File: src/rtl/uart_pkg.sv
// Shared UART definitions: default byte width and the tx arbiter state encoding.
package uart_pkg;

  localparam int NB_DATA_DEFAULT = 8;

  typedef enum logic [1:0] {
    ST_IDLE  = 2'd0,
    ST_START = 2'd1,
    ST_WAIT  = 2'd2
  } state_e;

endpackage

File: src/rtl/rr_picker.sv
// Combinational round-robin search: first valid index at or above the pointer,
// wrapping from N_REQ-1 back to 0.
module rr_picker #(
  parameter int N_REQ  = 3,
  parameter int NB_PTR = (N_REQ > 1) ? $clog2(N_REQ) : 1
) (
  input  logic [N_REQ-1:0]  i_valid,
  input  logic [NB_PTR-1:0] i_ptr,
  output logic              o_any_valid,
  output logic [NB_PTR-1:0] o_winner
);

  always_comb begin
    int idx;
    o_any_valid = |i_valid;
    o_winner    = i_ptr;
    idx         = 0;
    // Scan offsets from farthest to nearest so the nearest valid index is kept.
    for (int i = N_REQ - 1; i >= 0; i--) begin
      idx = int'(i_ptr) + i;
      if (idx >= N_REQ) begin
        idx = idx - N_REQ;
      end
      if (i_valid[idx]) begin
        o_winner = NB_PTR'(idx);
      end
    end
  end

endmodule

File: src/rtl/tx_arbiter.sv
// Round-robin arbiter sharing one UART tx serializer among N_REQ byte producers,
// one frame at a time, with a watchdog that releases a frame that never completes.
module tx_arbiter
  import uart_pkg::*;
#(
  parameter int NB_DATA    = NB_DATA_DEFAULT,
  parameter int N_REQ      = 3,
  parameter int NB_TIMEOUT = 18,
  parameter int TIMEOUT    = 200000
) (
  input  logic                     i_clk,
  input  logic                     i_rst,
  input  logic [N_REQ-1:0]         i_req_valid,
  input  logic [N_REQ*NB_DATA-1:0] i_req_data,
  output logic [N_REQ-1:0]         o_req_ready,
  output logic [NB_DATA-1:0]       o_tx_data,
  output logic                     o_tx_start,
  input  logic                     i_done_tx,
  output logic [N_REQ-1:0]         o_grant,
  output logic                     o_busy,
  output logic                     o_timeout
);

  localparam int NB_PTR = (N_REQ > 1) ? $clog2(N_REQ) : 1;

  state_e                state_q, state_d;
  logic [NB_PTR-1:0]     rr_ptr_q, rr_ptr_d;
  logic [NB_DATA-1:0]    tx_data_q, tx_data_d;
  logic [N_REQ-1:0]      grant_q, grant_d;
  logic                  tx_start_q, tx_start_d;
  logic                  busy_q, busy_d;
  logic [NB_TIMEOUT-1:0] cnt_q, cnt_d;
  logic                  timeout_s;
  logic                  pick_any_s;
  logic [NB_PTR-1:0]     pick_idx_s;

  rr_picker #(
    .N_REQ  (N_REQ),
    .NB_PTR (NB_PTR)
  ) u_rr_picker (
    .i_valid     (i_req_valid),
    .i_ptr       (rr_ptr_q),
    .o_any_valid (pick_any_s),
    .o_winner    (pick_idx_s)
  );

  always_comb begin
    state_d     = state_q;
    rr_ptr_d    = rr_ptr_q;
    tx_data_d   = tx_data_q;
    grant_d     = grant_q;
    tx_start_d  = 1'b0;
    busy_d      = busy_q;
    cnt_d       = cnt_q;
    timeout_s   = 1'b0;
    o_req_ready = '0;
    case (state_q)
      ST_IDLE: begin
        if (pick_any_s) begin
          o_req_ready[pick_idx_s] = 1'b1;
          tx_data_d               = i_req_data[pick_idx_s*NB_DATA +: NB_DATA];
          grant_d                 = '0;
          grant_d[pick_idx_s]     = 1'b1;
          rr_ptr_d                = (int'(pick_idx_s) == N_REQ - 1) ? '0 : pick_idx_s + NB_PTR'(1);
          tx_start_d              = 1'b1;
          busy_d                  = 1'b1;
          state_d                 = ST_START;
        end else begin
          state_d = ST_IDLE;
        end
      end
      ST_START: begin
        cnt_d   = '0;
        state_d = ST_WAIT;
      end
      ST_WAIT: begin
        cnt_d = cnt_q + NB_TIMEOUT'(1);
        // A done pulse on the final watchdog cycle is a normal completion.
        if (i_done_tx) begin
          state_d = ST_IDLE;
          grant_d = '0;
          busy_d  = 1'b0;
        end else if (cnt_q == NB_TIMEOUT'(TIMEOUT - 1)) begin
          timeout_s = 1'b1;
          state_d   = ST_IDLE;
          grant_d   = '0;
          busy_d    = 1'b0;
        end else begin
          state_d = ST_WAIT;
        end
      end
      default: begin
        state_d = ST_IDLE;
        grant_d = '0;
        busy_d  = 1'b0;
      end
    endcase
  end

  always_ff @(posedge i_clk) begin
    if (i_rst) begin
      state_q    <= ST_IDLE;
      rr_ptr_q   <= '0;
      tx_data_q  <= '0;
      grant_q    <= '0;
      tx_start_q <= 1'b0;
      busy_q     <= 1'b0;
      cnt_q      <= '0;
    end else begin
      state_q    <= state_d;
      rr_ptr_q   <= rr_ptr_d;
      tx_data_q  <= tx_data_d;
      grant_q    <= grant_d;
      tx_start_q <= tx_start_d;
      busy_q     <= busy_d;
      cnt_q      <= cnt_d;
    end
  end

  assign o_tx_data  = tx_data_q;
  assign o_tx_start = tx_start_q;
  assign o_grant    = grant_q;
  assign o_busy     = busy_q;
  assign o_timeout  = timeout_s;

endmodule

File: config.mk
export PLATFORM = sky130hd
export DESIGN_NAME = tx_arbiter
export DESIGN_NICKNAME = d
export VERILOG_FILES = /design/src/rtl/uart_pkg.sv /design/src/rtl/rr_picker.sv /design/src/rtl/tx_arbiter.sv
export SDC_FILE = /design/constraint.sdc
export NUM_CORES = 1
export LEC_CHECK = 0
export ABC_AREA = 1
export ABC_CLOCK_PERIOD_IN_PS = 5300
export CAP_MARGIN = 0
export CORE_ASPECT_RATIO = 0.75
export CORE_MARGIN = 4
export CORE_UTILIZATION = 54
export CTS_CLUSTER_SIZE = 25
export DETAILED_ROUTE_END_ITERATION = 12
export GPL_TIMING_DRIVEN = 0
export PLACE_DENSITY = 0.95
export SLEW_MARGIN = 20
export SYNTH_ARGS = -nofsm -noshare
export SYNTH_HDL_FRONTEND = slang
export SYNTH_SLANG_ARGS = --single-unit
File: constraint.sdc
create_clock -name i_clk -period 5.3 [get_ports i_clk]
set_input_delay 1.06 -clock i_clk [delete_from_list [all_inputs] [get_ports i_clk]]
set_output_delay 1.06 -clock i_clk [all_outputs]
set_load 0.05 [all_outputs]
# Word level (Yosys, flattened, before mapping)

Index checks and enable logic that the tools add are counted.

Input bits: 30
Output and inout bits: 17
Bits in registers: 35
Logic and storage cells: 75

Order comparisons: 8
Add/subtract/negate cells: 7
Shifts and indexed selects: 1
Bitwise logic cells: 2
Muxes and demuxes: 37
Reduce and logical (&&, ||, !) cells: 7
Equal/unequal tests: 6

Operators with widths:

| kind                    | count |
|---|---|
| $lt A32 B4 Y1 const B   | 3 |
| $mux W32                | 3 |
| $ge A32 B3 Y1 const B   | 2 |
| $sub A32 B3 Y32 const B | 2 |
| $pmux W18 S2            | 1 |
| $shiftx A24 B6 Y8       | 1 |
| $add A18 B1 Y18 const B | 1 |
| $eq A18 B18 Y1 const B  | 1 |
| $mux W1                 | 15 |
| $mux W3                 | 5 |
| $mux W2                 | 6 |
| $pmux W3 S3             | 1 |
| $bmux W1 S2             | 3 |
| $pmux W2 S3             | 1 |
| $eq A2 B2 Y1 const B    | 2 |
| $add A2 B1 Y3 const B   | 1 |
| $add A2 B2 Y3 const B   | 1 |
| $lt A2 B3 Y1 const B    | 1 |
| $ne A3 B3 Y1 const B    | 1 |
| $pmux W1 S3             | 1 |
| $reduce_and A3 Y1       | 1 |
| $reduce_or A3 Y1        | 1 |
| $sub A2 B2 Y3 const B   | 1 |
| $add A2 B1 Y2 const B   | 1 |
| other kinds (11)        | 12 |

# Longest topological paths before layout

Depth in word-level cells: 15
Mapped depth: 15
Mapped depth without buffers: 14

# Modules after synthesis

A second synthesis with hierarchy kept.

Cell total of the unflattened synthesis: 306
Area total of the unflattened synthesis: 1,994.4 µm²

Modules (own cells, without submodules):

| module     | times used | area an instance (µm²) | cells each |
|---|---|---|---|
| tx_arbiter | 1          | 1,756.7                | 259 |
| rr_picker  | 1          | 237.7                  | 47 |

# Least setup slack after synthesis

No wires, ideal clock.

Path kind: input to output
From: input port i_req_valid[2]
To: output port o_req_ready[2]
Buffers on the path: 1
Data required time: 4.240 ns
Arrival: 2.879 ns
Path slack: 1.361 ns
Stages on the path: 9
Cells stage by stage: inv_2 nor2_1 nand2_1 a21boi_4 nand3_2 nand2_2 inv_4 buf_6 nor3_1

Word-level cells in the longest chain between the ends: 12

RTL lines:

| element                                                            | RTL line         | source |
|---|---|---|
| from (decl)                                                        | tx_arbiter.sv:13 | `input logic [N_REQ-1:0] i_req_valid,` |
| $bmux W1 S2                                                        | rr_picker.sv:24  | `if (i_valid[idx]) begin` |
| $mux W1 (not written as such) (2 in a row)                         | rr_picker.sv:24  |  |
| $mux W2 (3 in a row)                                               | rr_picker.sv:24  |  |
| $lt A2 B3 Y1 (not written as such) or $ge A2 B1 Y1 (tied branches) | tx_arbiter.sv:60 | `o_req_ready[pick_idx_s] = 1'b1;` |
| $logic_and A1 B1 Y1 (not written as such)                          | tx_arbiter.sv:60 |  |
| $mux W1 (not written as such)                                      | tx_arbiter.sv:60 |  |
| $demux W1 S2                                                       | tx_arbiter.sv:60 |  |
| $mux W3 (*)                                                        | tx_arbiter.sv:59 | `if (pick_any_s) begin` |
| $mux W3 (*)                                                        | tx_arbiter.sv:57 | `case (state_q)` |
| to (decl)                                                          | tx_arbiter.sv:15 | `output logic [N_REQ-1:0] o_req_ready,` |

Every way passes the cells marked *; elsewhere a longest branch is shown, timed or not. The select of a mux whose other input is x is not followed.

# Worst setup path after layout

From: input port i_req_valid[1]
To: output port o_req_ready[1]

Same word-level chain as after synthesis.

==> run metrics <==
run status=complete, no violations; Final period util=85.86%; amount of wire on met3 after detailed routing=527 µm; crit path kind=input pin to output port; cts bufs inserted=5; port bufs=46; length of routed wiring on met1=2532 µm; share of layout cells above drive strength 1=8.753%; register-to-register path setup slack=3.20 ns; detailed-router iteration count before antenna repair=5; top cells by instance count after synthesis=nand2_1, nand3_1, nor2_1; Worst Hold Slack=0.4718 ns; area enclosed by the die boundary=5036 µm²; power density relative to cell area=556.3 nW/µm²; worst vdd rail ir drop=370.2 µV; setup slack after placement=0.7621 ns; total number of H-tree levels=2; Post-synth EDFFs=0; routability cong.=0.9235; synthesis warning total=0; placed standard-cell area=2661 µm²; startpoint of the tightest hold check path=o_busy$_SDFFE_PP0P_; final std cells w/o fill=429; vias in the first global route=2049; clock tree from TritonCTS=built; Post-Syn Area per Cell=6.592 µm²; Gate Count Post-Synth=324; Async S/R FF share, synth=0%; final count of pins violating max slew=0; normalized max-slew margin=65.38%; DR vias/cell=5.452; proportion of synthesized chip area in sequential cells=32.81%; ports placed on the boundary=47; leakage power total=1.159 nW; DRT Wirelength=5667 µm; post-placement cell count=422; final standard cell area without fillers=2764 µm²; number of nets with antenna violations after detailed routing=0; post-synth cell types=34; post-CTS setup repair buffer count=0; Initial DRC Count=194; Layout area overhead=29.41%; root buf cell=clkbuf_8; fraction of synthesized cell area taken by the top area cell type=32.81%; Clock Tree Buf Depth=2; leading register cell type out of synthesis=dfxtp_1; largest fanout on the critical path=10; unrepaired setup endpoints after global routing=no; post-route setup slack=0.7496 ns; number of maximum-capacitance violations=0; GR Util All Layers=22.87%; y dimension of the die=62.47 µm; kind of end point of the critical path=output port; hold-fix buffers at CTS=0; core area=3732 µm²; residual overflow from global routing=0; CP Launch Point=i_req_valid[1]; Die X-Extent=80.62 µm; number of filler instances in the final layout=286; Critical Path AT=3.49 ns; start of the worst register-to-register path=rr_ptr_q[0]$_SDFFE_PP0P_; antenna violations before repair=0; final number of setup-violating endpoints=0; first-pass GRT wire length=9315 µm; top routing layer used=met4; antenna cell count=0; clock edge transition at the registers on the reported setup and hold paths=0.06 ns; post-synth top area cell=dfxtp_1; starting density of the core=57.22%; quantity of gates resized following cts=0; Total Neg Setup Slack=0 ns; total power of the final layout=1.538 mW; final hold violation count=0; worst skew pair latency=0.28 ns; number of placement rows=19; measured slew at the worst slew-check pin=0.5177 ns; Worst Hold Class=flip-flop to flip-flop; post-synth design cell area=2136 µm²; net count after synthesis=362; clock sink count=35; HPWL Detailed=4195 µm; Post-Route Skew=0.007456 ns; Layout Nets=415; WL per Instance=13.21 µm; flip-flop and latch count after synthesis=35; most frequently used cell type in the post-synthesis netlist=nand2_1; dominant cells by area after synthesis=dfxtp_1, nand2_1, nand3_1; highest attainable clock frequency=219.8 MHz; Crit path required time=4.24 ns; Post-Route Utilization=74.05%; DRC violations left=0; vias after detailed routing=2339; maximum number of pins on one net before global-route repair=11; launching element type of the critical path=input pin; final worst path period need=4.550 ns; wire length on met2=2556 µm
[state kept, by name, summed over array words and instances (netlist names)]
signal	cells
o_tx_data	8
state_q	2
rr_ptr_q	2
o_grant	3
cnt_q	18
o_busy	1
o_tx_start	1
[worst max-delay path, cell delays in order]
cell,delay [ns]
clkdlybuf4s50_1,0.53
inv_1,0.10
nand3_1,0.13
inv_1,0.06
nor2_1,0.12
buf_2,0.24
inv_1,0.15
nor2_4,0.16
inv_1,0.06
nor2_1,0.08
clkdlybuf4s50_1,0.80
[final cells by class]
cell class              instances  area (µm²)  share of cell area (%)
repair buffers                 46       460.4                   16.66
well taps                      52       65.06                   2.354
clock inverters                 1       30.03                   1.086
multi-input cells             241        1219                   44.09
inverters                      37       141.4                   5.115
flip-flops and latches         35       700.7                   25.35
clock buffers                   6       72.57                   2.626
plain buffers                  11       75.07                   2.716
[kinds of logic after synthesis]
| group | after synthesis | synth area share (%) |
|---|---|---|
| buf+inv | 48 | 10.13 |
| compound gates | 49 | 12.83 |
| flops | 35 | 32.81 |
| fa+ha+maj | 8 | 4.687 |
| simple gates | 184 | 39.54 |
[report_power, final]
part           switching [mW]  internal [mW]
logic                   0.644          0.334
registers              0.0243          0.306
clock network          0.0913          0.138
total                   0.760          0.778
[path summary, 6_finish.rpt]
kind	to	depth (start not counted)
worst min-delay path	o_busy$_SDFFE_PP0P_	2
worst max-delay path	o_req_ready[1]	11
worst max register to register	o_tx_data[5]$_SDFFE_PP0P_	14
worst min register to register	o_busy$_SDFFE_PP0P_	2
[layer usage]
metal	vias to the layer above	GRT usage, %
met5	-	0
met1	1040	32.75
li1	1179	-
met4	0	5.485
met2	115	34.92
met3	5	4.755
[layout by cell type (no fill, tap or decap), types with 2 or more instances in the layout]
cell type / Yosys / final
nand2_1: 67 / 67
clkdlybuf4s50_1: 0 / 46
nand3_1: 43 / 43
nor2_1: 38 / 38
dfxtp_1: 35 / 35
inv_1: 30 / 30
a21oi_1: 20 / 20
o21ai_0: 18 / 18
nor3_1: 11 / 11
nand4_1: 8 / 8
ha_1: 8 / 8
clkbuf_8: 0 / 5
inv_2: 4 / 4
nand2_2: 4 / 4
clkbuf_1: 3 / 4
o21ai_1: 3 / 3
a31oi_1: 3 / 3
buf_2: 3 / 3
buf_6: 3 / 3
nor2_2: 2 / 2
nor2_4: 2 / 2
clkinv_1: 2 / 2
nand3_2: 2 / 2
buf_4: 2 / 2
nor4_1: 2 / 2
No activity file was read; power rests on OpenSTA's default activity.
